## src/rtl/uart_tx_feeder_if.sv

```systemverilog
`default_nettype none
`timescale 1ns/1ps
// ============================================================================
// Module  : uart_tx_feeder_if
// Brief   : WISHBONE master/slave bundle between the feeder and the MiniUART.
// Revision: 1.0 - initial release
// ============================================================================
interface uart_tx_feeder_if;
    logic [2:0]  ADD_O;
    logic [31:0] DAT_O;
    logic [31:0] DAT_I;
    logic        STB_O;
    logic        WE_O;
    logic        ACK_I;

    modport master (
        output ADD_O, DAT_O, STB_O, WE_O,
        input  DAT_I, ACK_I
    );

    modport slave (
        input  ADD_O, DAT_O, STB_O, WE_O,
        output DAT_I, ACK_I
    );
endinterface
`default_nettype wire

```

## src/rtl/uart_tx_feeder.sv

```systemverilog
`default_nettype none
`timescale 1ns/1ps
// ============================================================================
// Module  : uart_tx_feeder
// Brief   : Byte FIFO drained into the MiniUART DATA register after LSR polling.
// Revision: 1.0 - initial release
// ============================================================================
module uart_tx_feeder #(
    parameter int         DEPTH     = 16,
    parameter int         AW        = 4,
    parameter logic [2:0] ADDR_DATA = 3'd0,
    parameter logic [2:0] ADDR_LSR  = 3'd1,
    parameter int         TS_BIT    = 5,
    parameter int         GUARD_CYC = 3
) (
    input  wire logic          CLK_I,
    input  wire logic          RST_I,
    input  wire logic          push_valid,
    input  wire logic [7:0]    push_data,
    output      logic          push_ready,
    input  wire logic          flush,
    output      logic [AW:0]   fifo_count,
    output      logic          busy,
    uart_tx_feeder_if.master   wb
);

    localparam int          GW         = (GUARD_CYC > 1) ? $clog2(GUARD_CYC) : 1;
    localparam logic [AW:0] FULL_COUNT = (AW+1)'(DEPTH);
    localparam logic [GW-1:0] GUARD_LOAD = GW'(GUARD_CYC - 1);

    typedef enum logic [1:0] {
        S_IDLE  = 2'd0,
        S_POLL  = 2'd1,
        S_WRITE = 2'd2,
        S_GUARD = 2'd3
    } state_t;

    state_t          state_q, state_d;
    logic [AW-1:0]   rd_ptr_q, rd_ptr_d;
    logic [AW-1:0]   wr_ptr_q, wr_ptr_d;
    logic [AW:0]     count_q, count_d;
    logic [GW-1:0]   guard_q, guard_d;
    logic            flush_pend_q, flush_pend_d;
    logic            stb_q, stb_d;
    logic            we_q, we_d;
    logic [2:0]      add_q, add_d;
    logic [31:0]     dat_q, dat_d;
    logic [7:0]      mem_q [DEPTH];

    logic            do_push;
    logic            do_pop;
    logic            unused_dat;

    assign unused_dat = ^wb.DAT_I;

    assign push_ready = RST_I & (count_q != FULL_COUNT);
    assign do_push    = push_valid & push_ready & ~flush;
    // A write acked after a flush retires on the bus but must not pop the cleared FIFO.
    assign do_pop     = (state_q == S_WRITE) & wb.ACK_I & ~flush & ~flush_pend_q;

    assign fifo_count = count_q;
    assign busy       = (state_q != S_IDLE) | (count_q != '0);

    assign wb.STB_O = stb_q;
    assign wb.WE_O  = we_q;
    assign wb.ADD_O = add_q;
    assign wb.DAT_O = dat_q;

    always_comb begin
        rd_ptr_d = rd_ptr_q;
        wr_ptr_d = wr_ptr_q;
        count_d  = count_q;
        if (flush) begin
            rd_ptr_d = '0;
            wr_ptr_d = '0;
            count_d  = '0;
        end else begin
            if (do_push) wr_ptr_d = wr_ptr_q + 1'b1;
            if (do_pop)  rd_ptr_d = rd_ptr_q + 1'b1;
            case ({do_push, do_pop})
                2'b10:   count_d = count_q + 1'b1;
                2'b01:   count_d = count_q - 1'b1;
                default: count_d = count_q;
            endcase
        end
    end

    always_comb begin
        state_d      = state_q;
        guard_d      = guard_q;
        flush_pend_d = flush_pend_q;
        case (state_q)
            S_IDLE: begin
                if (!flush && count_q != '0) state_d = S_POLL;
            end
            S_POLL: begin
                if (flush)                                state_d = S_IDLE;
                else if (wb.ACK_I && wb.DAT_I[TS_BIT])    state_d = S_WRITE;
            end
            S_WRITE: begin
                if (flush) flush_pend_d = 1'b1;
                if (wb.ACK_I) begin
                    if (flush || flush_pend_q) begin
                        state_d      = S_IDLE;
                        flush_pend_d = 1'b0;
                    end else begin
                        guard_d = GUARD_LOAD;
                        state_d = S_GUARD;
                    end
                end
            end
            S_GUARD: begin
                if (flush)                state_d = S_IDLE;
                else if (guard_q == '0)   state_d = (count_q != '0) ? S_POLL : S_IDLE;
                else                      guard_d = guard_q - 1'b1;
            end
            default: state_d = S_IDLE;
        endcase
    end

    // Bus outputs are registered from the next state so they change only on edges.
    always_comb begin
        stb_d = 1'b0;
        we_d  = 1'b0;
        add_d = 3'd0;
        dat_d = 32'd0;
        case (state_d)
            S_POLL: begin
                stb_d = 1'b1;
                add_d = ADDR_LSR;
            end
            S_WRITE: begin
                stb_d = 1'b1;
                we_d  = 1'b1;
                add_d = ADDR_DATA;
                dat_d = (state_q == S_WRITE) ? dat_q : {24'd0, mem_q[rd_ptr_q]};
            end
            default: ;
        endcase
    end

    always_ff @(posedge CLK_I or negedge RST_I) begin
        if (!RST_I) begin
            state_q      <= S_IDLE;
            rd_ptr_q     <= '0;
            wr_ptr_q     <= '0;
            count_q      <= '0;
            guard_q      <= '0;
            flush_pend_q <= 1'b0;
            stb_q        <= 1'b0;
            we_q         <= 1'b0;
            add_q        <= 3'd0;
            dat_q        <= 32'd0;
        end else begin
            state_q      <= state_d;
            rd_ptr_q     <= rd_ptr_d;
            wr_ptr_q     <= wr_ptr_d;
            count_q      <= count_d;
            guard_q      <= guard_d;
            flush_pend_q <= flush_pend_d;
            stb_q        <= stb_d;
            we_q         <= we_d;
            add_q        <= add_d;
            dat_q        <= dat_d;
        end
    end

    always_ff @(posedge CLK_I) begin
        if (do_push) mem_q[wr_ptr_q] <= push_data;
    end

endmodule
`default_nettype wire

```

## src/flat_wrapper.sv

```systemverilog
// flat-port wrapper written by rule: the top's interface ports become plain ports
module uart_tx_feeder_flat 
#(
    parameter int         DEPTH     = 16,
    parameter int         AW        = 4,
    parameter logic [2:0] ADDR_DATA = 3'd0,
    parameter logic [2:0] ADDR_LSR  = 3'd1,
    parameter int         TS_BIT    = 5,
    parameter int         GUARD_CYC = 3
)
  (CLK_I, RST_I, push_valid, push_data, push_ready, flush, fifo_count, busy, wb_ADD_O, wb_DAT_O, wb_STB_O, wb_WE_O, wb_DAT_I, wb_ACK_I);
  uart_tx_feeder_if wb_i ();
  input  wire logic CLK_I;
  input  wire logic RST_I;
  input  wire logic push_valid;
  input  wire logic [7:0] push_data;
  output      logic push_ready;
  input  wire logic flush;
  output      logic [AW:0] fifo_count;
  output      logic busy;
  output wire logic [$bits(wb_i.ADD_O)-1:0] wb_ADD_O;
  output wire logic [$bits(wb_i.DAT_O)-1:0] wb_DAT_O;
  output wire logic [$bits(wb_i.STB_O)-1:0] wb_STB_O;
  output wire logic [$bits(wb_i.WE_O)-1:0] wb_WE_O;
  input wire logic [$bits(wb_i.DAT_I)-1:0] wb_DAT_I;
  input wire logic [$bits(wb_i.ACK_I)-1:0] wb_ACK_I;
  assign wb_ADD_O = wb_i.ADD_O;
  assign wb_DAT_O = wb_i.DAT_O;
  assign wb_STB_O = wb_i.STB_O;
  assign wb_WE_O = wb_i.WE_O;
  assign wb_i.DAT_I = wb_DAT_I;
  assign wb_i.ACK_I = wb_ACK_I;
  uart_tx_feeder #(.DEPTH(DEPTH), .AW(AW), .ADDR_DATA(ADDR_DATA), .ADDR_LSR(ADDR_LSR), .TS_BIT(TS_BIT), .GUARD_CYC(GUARD_CYC)) u_core (.CLK_I(CLK_I), .RST_I(RST_I), .push_valid(push_valid), .push_data(push_data), .push_ready(push_ready), .flush(flush), .fifo_count(fifo_count), .busy(busy), .wb(wb_i));
endmodule
```

## config.mk

```make
export PLATFORM = sky130hd
export DESIGN_NAME = uart_tx_feeder_flat
export DESIGN_NICKNAME = d
export VERILOG_FILES = /design/src/rtl/uart_tx_feeder_if.sv /design/src/rtl/uart_tx_feeder.sv /design/src/flat_wrapper.sv
export SDC_FILE = /design/constraint.sdc
export NUM_CORES = 1
export LEC_CHECK = 0
export BUFFER_PORTS_ARGS = -buffer_cell sky130_fd_sc_hd__buf_2
export CORE_ASPECT_RATIO = 0.75
export CORE_MARGIN = 2
export CORE_UTILIZATION = 25
export CTS_BUF_LIST = sky130_fd_sc_hd__clkbuf_4
export DETAILED_ROUTE_END_ITERATION = 12
export PLACE_DENSITY = 0.45
export SLEW_MARGIN = 20
export SYNTH_ARGS = -nofsm -noshare
export SYNTH_HDL_FRONTEND = slang
export SYNTH_SLANG_ARGS = --single-unit
```

## constraint.sdc

```tcl
create_clock -name CLK_I -period 3.7 [get_ports CLK_I]
set_input_delay 0.74 -clock CLK_I [delete_from_list [all_inputs] [get_ports CLK_I]]
set_output_delay 0.74 -clock CLK_I [all_outputs]
set_load 0.005 [all_outputs]
```

==> results.cfg <==
[status]
status = finished, final reports clean

[sta]
hold_viol_final = 0
fin_ws_ns = 0.861
setup_violations = 0
rsz0062_at_grt = no
max-slew-margin-rel_pct = 39.4
skew_ns = 0.0214
finalCriticalPeriod_ns = 2.84
slew_viol_final = 0
tns_ns = 0
fin_crit_sh_pct = 76.7
worst_slew_pin_slew_ns = 0.906
clock.fmax_mhz = 352

[detailed_routing]
wl_per_cell_um = 18.3
wirelength_um = 14700
ant_nets = 0
drc_errors = 0
via_count = 3473
firstDrtPassIters = 4
drtIter0Drc = 194
routed_via_density = 4.31

[synth]
synth_top_family_by_area = multiplexers
synthArstFlopShare_pct = 18.5
synthFlopType = edfxtp_1
ys_seq_elements = 157
synth-edff-count = 128
syn_inst = 400
synth_compound_area_share_pct = 2.73
avgSynthCellArea_um2 = 17.2
ys_warn_count = 0
yosys.area_share.simple_pct = 7.03
synth_area_mm2 = 0.00687
synth.distinct_cells = 49
synth_adder_area_share_pct = 1.82
synth.area.mux_share_pct = 14.3
yosysSeqAreaShare_pct = 66.6
synthXorXnorAreaFrac_pct = 1.28

[pwr]
powerDensity_mw_per_mm2 = 434
fin_total_pwr_uw = 3240
max-vdd-ir-drop_mv = 0.158
share_comb_of_total_power_pct = 10.8
p_leak_uw = 0.00263
p_int_uw = 2390
p_switching_uw = 852
clkPwrFrac_pct = 26.7
p_seq_share_pct = 62.5
p_sw_share_pct = 26.3

[grt]
antenna_found_initial = 3
grt_util_all_layers_pct = 10.6
grt_overflow = 0
grt_pass1_wl_um = 22100
grt_start_max_net_pins = 35
grt_pass1_vias = 3480

[place]
port_buffers = 31
gp_congestion = 0.744
placed_cell_area_mm2 = 0.00725
hpwl_um = 9860
dp_slack_ns = 0.877
dp_cells = 774

[setup_path]
arrival_ns = 2.10
r2r_end = u_core.fifo_count[2]$_DFFE_PN0P_
cp-start-kind = flip-flop
crit_start = u_core.fifo_count[1]$_DFFE_PN0P_
reg2reg_from = u_core.fifo_count[1]$_DFFE_PN0P_
crit_path_end = busy
reg2reg_slack_ns = 0.88
end_kind = primary output
worst-path-max-fanout = 7
cp.required_ns = 2.96
crit_type = flip-flop to primary output
ff2ff_path_depth = 10

[clock_network]
root_buffer = clkbuf_4
cts_made_buffers = 17
cts.clk_slew.worst_paths_ns = 0.14
postCtsSetupBuffers = 0
cts_tree = done
htreeDepth = 4
cts.path.max_buffers = 2
hold_buffers = 0
clk_latency_ns = 0.55
post_cts_resized = 0
cts.sinks = 157

[finish]
final_area_mm2 = 0.00747
fill_cells = 2726
layout-drive-gt1-share_pct = 21.8
syn2layout_area_growth_pct = 8.80
final_cells = 806
fin_nets = 497

[worst_hold_path]
hold_path.class = primary input to async pin

[die]
core_area_mm2 = 0.0270
die_area_mm2 = 0.0288
die_h_um = 148
top_level_ports = 89
rows = 52
initial_core_util_pct = 25.4
dieWidth_um = 195

[run]
cap_violations = 0
-- cell type report --
type	instances	area [um^2]	share of cell area (%)
sequential	157	4570	61.2
multi-input combinational	215	1960	26.3
clock inverter	12	76.3	1.02
clock buffer	19	143	1.91
tap	351	439	5.88
inverter	8	30.0	0.402
timing repair buffer	43	245	3.28
antenna	1	2.50	0.0335
-- cells in the mapped netlist (all sizes together) (2+ instances only) --
master	n	area (um^2)
nand4	3	18.8
nand3	13	65.1
inv	8	30.0
dfrtp	29	726
a31oi	2	12.5
nor4	2	18.8
nor3	3	15.0
clkbuf	8	80.1
nor3b	2	15.0
o211a	2	20.0
nand2	32	120
nand2b	2	12.5
xor2	5	43.8
and2	2	13.8
a21oi	9	48.8
and3	4	25.0
o21ai	5	25.0
ha	10	125
nor2b	2	12.5
nor2	26	97.6
xnor2	5	43.8
edfxtp	128	3840
a211oi	2	15.0
mux4	40	972
or2	3	18.8
or3	3	18.8
buf	37	317
-- logic make-up (layout without fill, tap and decap cells) --
logic type                 after synthesis  count (layout)
buffers and inverters                   53              82
and+or+nand+nor                        100             100
AOI/OAI and AO/OA                       28              28
muxes                                   41              41
xor gates and xnor gates                10              10
DFF                                    157             157
adders and majority gates               10              10
other                                    1              27
-- per-stage QoR --
stage                     util (%)  hold WS (ns)
after floorplan                  -         0.444
after global placement        26.8         0.516
after detailed placement      26.8         0.502
after CTS                     27.7         0.196
after global routing          27.7         0.227
final                         27.7         0.224
-- cell usage in the layout, fill, tap and decap left out, types with 2 or more instances in the layout --
master and count:
o211a_1 2, clkbuf_4 19, nor3_1 3, or2_2 3, xor2_1 5, ha_1 10
clkinv_1 4, nand4_1 3, nor2b_1 2, a211oi_1 2, conb_1 26, dfrtp_1 28
nand2b_1 2, clkinvlp_4 4, or3_1 3, a21oi_1 8, inv_1 8, and3_1 4
edfxtp_1 128, nor3b_1 2, mux4_2 21, xnor2_1 5, nand3_1 13, buf_4 12
mux4_1 19, clkinv_4 3, nand2_1 32, buf_2 31, nor2_1 26, a31oi_1 2
o21ai_0 5
-- state kept, by name (all words and copies together), names as in the netlist --
signal,cells
u_core.fifo_count,5
u_core.wb.ADD_O,1
u_core.wb.STB_O,1
u_core.guard_q,2
u_core.wb.DAT_O,8
u_core.flush_pend_q,1
u_core.wb.WE_O,1
u_core.rd_ptr_q,4
u_core.state_q,2
u_core.wr_ptr_q,4
u_core.mem_q,128
-- worst max-delay path, stage by stage, from the launching register on --
cell      delay (ns)
dfrtp_1         0.49
nor4_2          0.50
nand2b_1        0.13
or3_1           0.31
buf_2           0.13
-- routing by layer --
metal	up-vias	part of all wire (%)	wire length, um	global-route usage, %
met1	1811	50	7400	15.0
met3	6	3.8	555	3.08
li1	1585	-	-	-
met2	71	45	6670	16.2
met4	0	0.71	104	2.52
met5	-	0	0	0
-- power by group through the flow --
| stage | clock network (uW) | registers, uW | logic, uW |
|---|---|---|---|
| 2_1_floorplan | 0 | 2050 | 260 |
| 3_3_place_gp | 0 | 2060 | 339 |
| 3_5_place_dp | 0 | 2060 | 355 |
| 4_1_cts | 896 | 2030 | 356 |
| 5_1_grt | 965 | 2030 | 395 |
| 6_report | 866 | 2030 | 349 |
-- worst min-delay path by stage --
stage / to / startpoint / slack (ns) / cells past startpoint
6_report: u_core.wb.DAT_O[1]$_DFFE_PN0P_ / RST_I / 0.22 / 2
5_1_grt: u_core.state_q[0]$_DFF_PN0_ / RST_I / 0.23 / 2
4_1_cts: u_core.state_q[0]$_DFF_PN0_ / RST_I / 0.20 / 2
3_5_place_dp: u_core.wb.DAT_O[3]$_DFFE_PN0P_ / u_core.wb.DAT_O[3]$_DFFE_PN0P_ / 0.50 / 2
3_3_place_gp: u_core.wb.DAT_O[3]$_DFFE_PN0P_ / u_core.wb.DAT_O[3]$_DFFE_PN0P_ / 0.52 / 2
2_1_floorplan: u_core.fifo_count[0]$_DFFE_PN0P_ / RST_I / 0.44 / 0
Power figures use the tool's default switching activity.
